--- config.mk ---
export PLATFORM = sky130hd
export DESIGN_NAME = fifo_wr_arbiter_flat
export DESIGN_NICKNAME = d
export VERILOG_FILES = /design/src/rtl/fifo_wr_arbiter_pkg.sv /design/src/rtl/fifo_wr_arbiter_if.sv /design/src/rtl/fifo_wr_arbiter_rr_pick.sv /design/src/rtl/fifo_wr_arbiter.sv /design/src/flat_wrapper.sv
export SDC_FILE = /design/constraint.sdc
export NUM_CORES = 1
export LEC_CHECK = 0
export CAP_MARGIN = 10
export CELL_PAD_IN_SITES_DETAIL_PLACEMENT = 1
export CELL_PAD_IN_SITES_GLOBAL_PLACEMENT = 2
export CORE_MARGIN = 4
export CORE_UTILIZATION = 25
export DETAILED_ROUTE_END_ITERATION = 12
export PLACE_DENSITY = 0.91
export SLEW_MARGIN = 10
export SYNTH_ARGS = -nofsm -noshare
export SYNTH_HDL_FRONTEND = slang
export SYNTH_HIERARCHICAL = 1
export SYNTH_SLANG_ARGS = --single-unit
export TNS_END_PERCENT = 30
--- constraint.sdc ---
create_clock -name clk -period 2.46 [get_ports clk]
set_input_delay 0.492 -clock clk [delete_from_list [all_inputs] [get_ports clk]]
set_output_delay 0.492 -clock clk [all_outputs]
set_load 0.05 [all_outputs]
--- src/rtl/fifo_wr_arbiter_pkg.sv ---
// Shared types for the FIFO write-port arbiter: default sizes, requester id and the
// id/issue tag that travels alongside each write until its status comes back.
package fifo_arb_pkg;

    localparam int FIFO_WIDTH = 16;
    localparam int NUM_REQ    = 4;
    localparam int ID_W       = $clog2(NUM_REQ);

    typedef logic [ID_W-1:0] req_id_t;

    typedef struct packed {
        logic    valid;
        req_id_t id;
    } wr_tag_t;

    function automatic req_id_t next_id(input req_id_t id);
        return (int'(id) == NUM_REQ - 1) ? '0 : req_id_t'(int'(id) + 1);
    endfunction

endpackage

--- src/rtl/fifo_wr_arbiter_if.sv ---
// Producer/FIFO-side bundle of the write arbiter; master = arbiter, slave = producers + FIFO.
// Status (resp_*) returns to the producers; no flow control beyond gnt and full/almostfull.
interface fifo_wr_arbiter_if #(
    parameter int W = 16,
    parameter int N = 4
);
    localparam int ID_W = $clog2(N);

    logic [N-1:0]    req;
    logic [N*W-1:0]  req_data;
    logic [N-1:0]    gnt;
    logic            wr_en;
    logic [W-1:0]    data_in;
    logic            full;
    logic            almostfull;
    logic            wr_ack;
    logic            overflow;
    logic            resp_valid;
    logic [ID_W-1:0] resp_id;
    logic            resp_ok;

    modport master (
        input  req, req_data, full, almostfull, wr_ack, overflow,
        output gnt, wr_en, data_in, resp_valid, resp_id, resp_ok
    );

    modport slave (
        output req, req_data, full, almostfull, wr_ack, overflow,
        input  gnt, wr_en, data_in, resp_valid, resp_id, resp_ok
    );

endinterface

--- src/rtl/fifo_wr_arbiter_rr_pick.sv ---
// Round-robin pick: first set req at or after ptr, wrapping; purely combinational.
// No state and no backpressure; any=0 means onehot=0.
module rr_pick #(
    parameter int  N  = 4,
    localparam int IW = $clog2(N)
) (
    input  logic [N-1:0]  req,
    input  logic [IW-1:0] ptr,
    output logic [N-1:0]  onehot,
    output logic [IW-1:0] idx,
    output logic          any
);

    always_comb begin
        onehot = '0;
        idx    = '0;
        any    = |req;
        // Walk the rotated order backwards so the candidate nearest ptr wins.
        for (int k = N - 1; k >= 0; k--) begin
            if (req[(int'(ptr) + k) % N]) begin
                idx = IW'((int'(ptr) + k) % N);
            end
        end
        onehot[idx] = any;
    end

endmodule

--- src/rtl/fifo_wr_arbiter.sv ---
// Round-robin arbiter sharing one FIFO write port: gnt comb at t, wr_en/data_in at t+1, status at t+3.
// Grants stop on full, or on almostfull while a write is already in flight; pending reqs just wait.
module fifo_wr_arbiter
    import fifo_arb_pkg::*;
#(
    parameter int FIFO_WIDTH = fifo_arb_pkg::FIFO_WIDTH,
    parameter int NUM_REQ    = fifo_arb_pkg::NUM_REQ,
    parameter int CNT_W      = 16
) (
    input  logic              clk,
    input  logic              rst_n,
    input  logic              enable,
    fifo_wr_arbiter_if.master bus,
    output logic [CNT_W-1:0]  drop_cnt
);

    logic                  can_issue;
    logic                  grant;
    logic [NUM_REQ-1:0]    pick_oh;
    req_id_t               pick_id;
    logic                  pick_any;

    req_id_t               rr_ptr_q, rr_ptr_d;
    logic                  wr_en_q, wr_en_d;
    logic [FIFO_WIDTH-1:0] data_in_q, data_in_d;
    wr_tag_t               tag1_q, tag1_d;
    wr_tag_t               tag2_q, tag2_d;
    logic                  resp_valid_q, resp_valid_d;
    req_id_t               resp_id_q, resp_id_d;
    logic                  resp_ok_q, resp_ok_d;
    logic [CNT_W-1:0]      drop_cnt_q, drop_cnt_d;

    rr_pick #(.N(NUM_REQ)) u_pick (
        .req    (bus.req),
        .ptr    (rr_ptr_q),
        .onehot (pick_oh),
        .idx    (pick_id),
        .any    (pick_any)
    );

    always_comb begin
        // The write held in wr_en_q commits at this edge, which full does not show yet.
        can_issue = rst_n & enable & ~bus.full & ~(bus.almostfull & wr_en_q);
        grant     = can_issue & pick_any;

        rr_ptr_d  = grant ? next_id(pick_id) : rr_ptr_q;
        wr_en_d   = grant;
        data_in_d = grant ? bus.req_data[int'(pick_id)*FIFO_WIDTH +: FIFO_WIDTH] : data_in_q;

        tag1_d.valid = grant;
        tag1_d.id    = grant ? pick_id : '0;
        tag2_d       = tag1_q;

        // A missing ack is reported as a drop, as is an ack contradicted by overflow.
        resp_valid_d = tag2_q.valid;
        resp_id_d    = tag2_q.id;
        resp_ok_d    = tag2_q.valid & bus.wr_ack & ~bus.overflow;

        drop_cnt_d = drop_cnt_q;
        if (tag2_q.valid && !resp_ok_d && !(&drop_cnt_q)) begin
            drop_cnt_d = drop_cnt_q + 1'b1;
        end
    end

    always_ff @(posedge clk or negedge rst_n) begin
        if (!rst_n) begin
            rr_ptr_q     <= '0;
            wr_en_q      <= 1'b0;
            data_in_q    <= '0;
            tag1_q       <= '0;
            tag2_q       <= '0;
            resp_valid_q <= 1'b0;
            resp_id_q    <= '0;
            resp_ok_q    <= 1'b0;
            drop_cnt_q   <= '0;
        end else begin
            rr_ptr_q     <= rr_ptr_d;
            wr_en_q      <= wr_en_d;
            data_in_q    <= data_in_d;
            tag1_q       <= tag1_d;
            tag2_q       <= tag2_d;
            resp_valid_q <= resp_valid_d;
            resp_id_q    <= resp_id_d;
            resp_ok_q    <= resp_ok_d;
            drop_cnt_q   <= drop_cnt_d;
        end
    end

    assign bus.gnt        = grant ? pick_oh : '0;
    assign bus.wr_en      = wr_en_q;
    assign bus.data_in    = data_in_q;
    assign bus.resp_valid = resp_valid_q;
    assign bus.resp_id    = resp_id_q;
    assign bus.resp_ok    = resp_ok_q;
    assign drop_cnt       = drop_cnt_q;

endmodule

--- src/flat_wrapper.sv ---
// flat-port wrapper written by rule: the top's interface ports become plain ports
module fifo_wr_arbiter_flat import fifo_arb_pkg::*;
#(
    parameter int FIFO_WIDTH = fifo_arb_pkg::FIFO_WIDTH,
    parameter int NUM_REQ    = fifo_arb_pkg::NUM_REQ,
    parameter int CNT_W      = 16
)
  (clk, rst_n, enable, drop_cnt, bus_req, bus_req_data, bus_full, bus_almostfull, bus_wr_ack, bus_overflow, bus_gnt, bus_wr_en, bus_data_in, bus_resp_valid, bus_resp_id, bus_resp_ok);
  fifo_wr_arbiter_if #(.W((16)), .N((4))) bus_i ();
  input  logic clk;
  input  logic rst_n;
  input  logic enable;
  output logic [CNT_W-1:0] drop_cnt;
  input wire logic [$bits(bus_i.req)-1:0] bus_req;
  input wire logic [$bits(bus_i.req_data)-1:0] bus_req_data;
  input wire logic [$bits(bus_i.full)-1:0] bus_full;
  input wire logic [$bits(bus_i.almostfull)-1:0] bus_almostfull;
  input wire logic [$bits(bus_i.wr_ack)-1:0] bus_wr_ack;
  input wire logic [$bits(bus_i.overflow)-1:0] bus_overflow;
  output wire logic [$bits(bus_i.gnt)-1:0] bus_gnt;
  output wire logic [$bits(bus_i.wr_en)-1:0] bus_wr_en;
  output wire logic [$bits(bus_i.data_in)-1:0] bus_data_in;
  output wire logic [$bits(bus_i.resp_valid)-1:0] bus_resp_valid;
  output wire logic [$bits(bus_i.resp_id)-1:0] bus_resp_id;
  output wire logic [$bits(bus_i.resp_ok)-1:0] bus_resp_ok;
  assign bus_i.req = bus_req;
  assign bus_i.req_data = bus_req_data;
  assign bus_i.full = bus_full;
  assign bus_i.almostfull = bus_almostfull;
  assign bus_i.wr_ack = bus_wr_ack;
  assign bus_i.overflow = bus_overflow;
  assign bus_gnt = bus_i.gnt;
  assign bus_wr_en = bus_i.wr_en;
  assign bus_data_in = bus_i.data_in;
  assign bus_resp_valid = bus_i.resp_valid;
  assign bus_resp_id = bus_i.resp_id;
  assign bus_resp_ok = bus_i.resp_ok;
  fifo_wr_arbiter #(.FIFO_WIDTH(FIFO_WIDTH), .NUM_REQ(NUM_REQ), .CNT_W(CNT_W)) u_core (.clk(clk), .rst_n(rst_n), .enable(enable), .bus(bus_i), .drop_cnt(drop_cnt));
endmodule
==> results of run 1 <==
## critical path, cell delays in order
cell and delay, ps:
clkdlybuf4s50_1 440, buf_4 170, buf_4 130, nor2_1 130
o21ai_0 130, a21boi_1 150, and2_4 170, buf_12 130
## layer usage
metal,up-vias,wire (um),global-route usage
met5,-,0,0
met4,0,45,0.0274
met3,5,474,0.0379
met2,72,4260,0.258
met1,1046,2920,0.146
li1,969,-,-
## timing repair
action | 4_1_cts | 5_1_grt
endpoints found under the setup margin | 4 | 4
resized for setup | 3 | 2
setup buffers | 1 | 1
## where the power goes
part	total (mW)	internal [mW]	switching, mW
clock network	0.440	0.193	0.247
registers	1.11	0.921	0.188
logic	2.00	0.891	1.11
## flip-flops by register name, indices dropped and copies added, names as in the netlist, 2 cells and up
| name | flops |
|---|---|
| u_core/drop_cnt | 16 |
| u_core/bus.data_in | 16 |
| u_core/tag1_q | 3 |
| u_core/resp_id_d | 2 |
| u_core/bus.resp_id | 2 |
| u_core/rr_ptr_q | 2 |
## logic make-up (layout without fill, tap and decap cells)
| family | after synthesis | count (layout) | share of synthesized area |
|---|---|---|---|
| buf+inv | 18 | 149 | 0.0445 |
| compound gates | 25 | 25 | 0.0762 |
| fa+ha+maj | 2 | 2 | 0.0102 |
| simple gates | 50 | 50 | 0.127 |
| xor+xnor | 12 | 12 | 0.0430 |
| flops | 44 | 44 | 0.450 |
| mux | 38 | 38 | 0.249 |
## cells in the mapped netlist (all sizes together), types with 2 or more instances
cell / count
mux4: 16
and3: 2
xnor2: 2
xor2: 10
dfrtp: 44
mux2i: 2
nand2: 8
o221a: 2
and2: 7
nand3: 3
inv: 8
nor4: 4
a2111oi: 2
nand4: 6
or3: 2
nor2: 8
mux2: 20
a21oi: 6
o21ai: 5
buf: 10
ha: 2
a21boi: 2
nor3: 7
## metrics by stage
stage / std cells / util / cell area (um^2) / setup TNS (ps)
floorplan: 189 / - / 2450 / 0
global placement: 440 / 0.414 / 3880 / -1820
detailed placement: 440 / 0.414 / 3880 / -2340
CTS: 448 / 0.424 / 3970 / 0
global route: 449 / 0.425 / 3990 / -81.4
finish: 449 / 0.425 / 3990 / 0
## layout make-up
cell class	instances	area, um^2
tap	129	161
multi-input combinational	127	1260
inverter	8	30.0
sequential	44	1100
clock inverter	2	12.5
clock buffer	5	68.8
fill	1017	5390
timing repair buffer	134	1360
## path summary, 6_finish.rpt
kind / startpoint / to / slack, ps / cells after the start
worst min register to register: u_core/tag1_q[1]$_DFF_PN0_ / u_core/resp_id_d[1]$_DFF_PN0_ / 350 / 0
worst max register to register: u_core/rr_ptr_q[1]$_DFFE_PN0P_ / u_core/bus.data_in[6]$_DFFE_PN0P_ / 180 / 6
worst min-delay path: rst_n / u_core/resp_id_d[0]$_DFF_PN0_ / 350 / 2
max in group asynchronous: rst_n / u_core/bus.data_in[1]$_DFFE_PN0P_ / 1710 / 2
min in group clk: u_core/tag1_q[1]$_DFF_PN0_ / u_core/resp_id_d[1]$_DFF_PN0_ / 350 / 0
worst max-delay path: bus_req[0] / bus_gnt[2] / 30 / 8
==> impl_results.md, run 1 <==
* Status: finished, final reports clean
* Clock latency on the worst-skew pair at 290 ps
* Placer Congestion at 0.762
* EDFF count, synth at 0
* Final #Nets at 397
* Most used DFF post-synth: dfrtp_1
* Post-synthesis register bit count at 44
* Vias in the first global route at 2318
* Max Cap Viol at 0
* Die X at 107 um
* Sequential fraction of the synthesis area at 0.450
* Synthesis-to-finish area growth at 63.0%
* Total CTS buffers at 5
* CP Launch Type: input port
* Drt drc at 0
* Commonest non-fill, non-tap cell in the layout: clkdlybuf4s50_1
* TritonRoute pass-1 iters at 4
* Post-synth top area share at 0.450
* Area leader, netlist: dfrtp_1
* # IOs at 116
* GRT Util Overall at 0.134
* Final Worst Setup Slack at 29.8 ps
* Share of cells above drive strength 1 at 0.250
* CP Class: in2out
* Mapped Nets at 266
* Post-route ant nets at 0
* First-pass GRT wire length at 12000 um
* Initial Util at 0.261
* Full die area at 0.0114 mm^2
* Final min period at 2430 ps
* VDD IR-drop max at 0.328 mV
* Total Power at 3.55 mW
* WHS at 353 ps
* Final Hold Viols at 0
* Antenna fix cells at 0
* Port Buffers at 115
* Row cnt at 35
* Final Skew at 9.16 ps
* Worst-Margin Slew at 578 ps
* Most frequent cells in the layout: 109 x clkdlybuf4s50_1, 44 x dfrtp_1, 18 x mux2_2, 16 x mux4_2, 16 x buf_4
* Netlist cell types at 49
* Clock Path Buffers at 2
* Final setup vio count at 0
* Total number of vias at 2092
* Via density per instance at 4.66
* Period utilisation layout at 0.988
* Routed Wire Length at 7700 um
* Slew Limit Fails at 0
* PwrDens at 890 mW/mm^2
* Worst Path Required at 1970 ps
* Worst hold-check path type: in2async
* Mean Syn Cell Area at 12.9 um^2
* Grt total ovfl at 0
* Netlist Area Pre-Place at 0.00245 mm^2
* Initial DRC Count at 47
* Largest cells by area after synthesis: dfrtp_1 45%, mux4_2 15%, mux2_2 8.3%
* Clk sink count at 44
* Worst EP arrival at 1940 ps
* Clock transition at path regs at 90 ps
* CTS root buffer: clkbuf_8
* P_leak at 1.64 nW
* Largest net degree at the start of global routing at 45
* Core Box Area at 0.00937 mm^2
* Routed WL per cell at 17.2 um
* Die Height at 107 um
* Post-synth ARST share at 1.00
* Worst slew margin at 0.615
* Initial antenna violation count at 0
* DP Wirelength at 6180 um
* Worst Path Max Fanout at 5
* Unrepaired setup endpoints after global routing: true
* Synthesized netlist cell count at 189
* Setup WS pre-CTS at -165 ps
* H-tree Lvls at 2
* Critical Path End Type: primary output
* Fmax at 0.411 GHz
* CTS Hold Bufs at 0
* Ys Warns at 6
* TritonCTS clock tree: done
Power figures use the tool's default switching activity.
==> inputs of run 2 (changes only) <==
CAP_MARGIN = unset   (was 10)
SLEW_MARGIN = 0   (was 10)
==> results of run 2 <==
Final layout, timing and power as in run 1 (identical DEF).
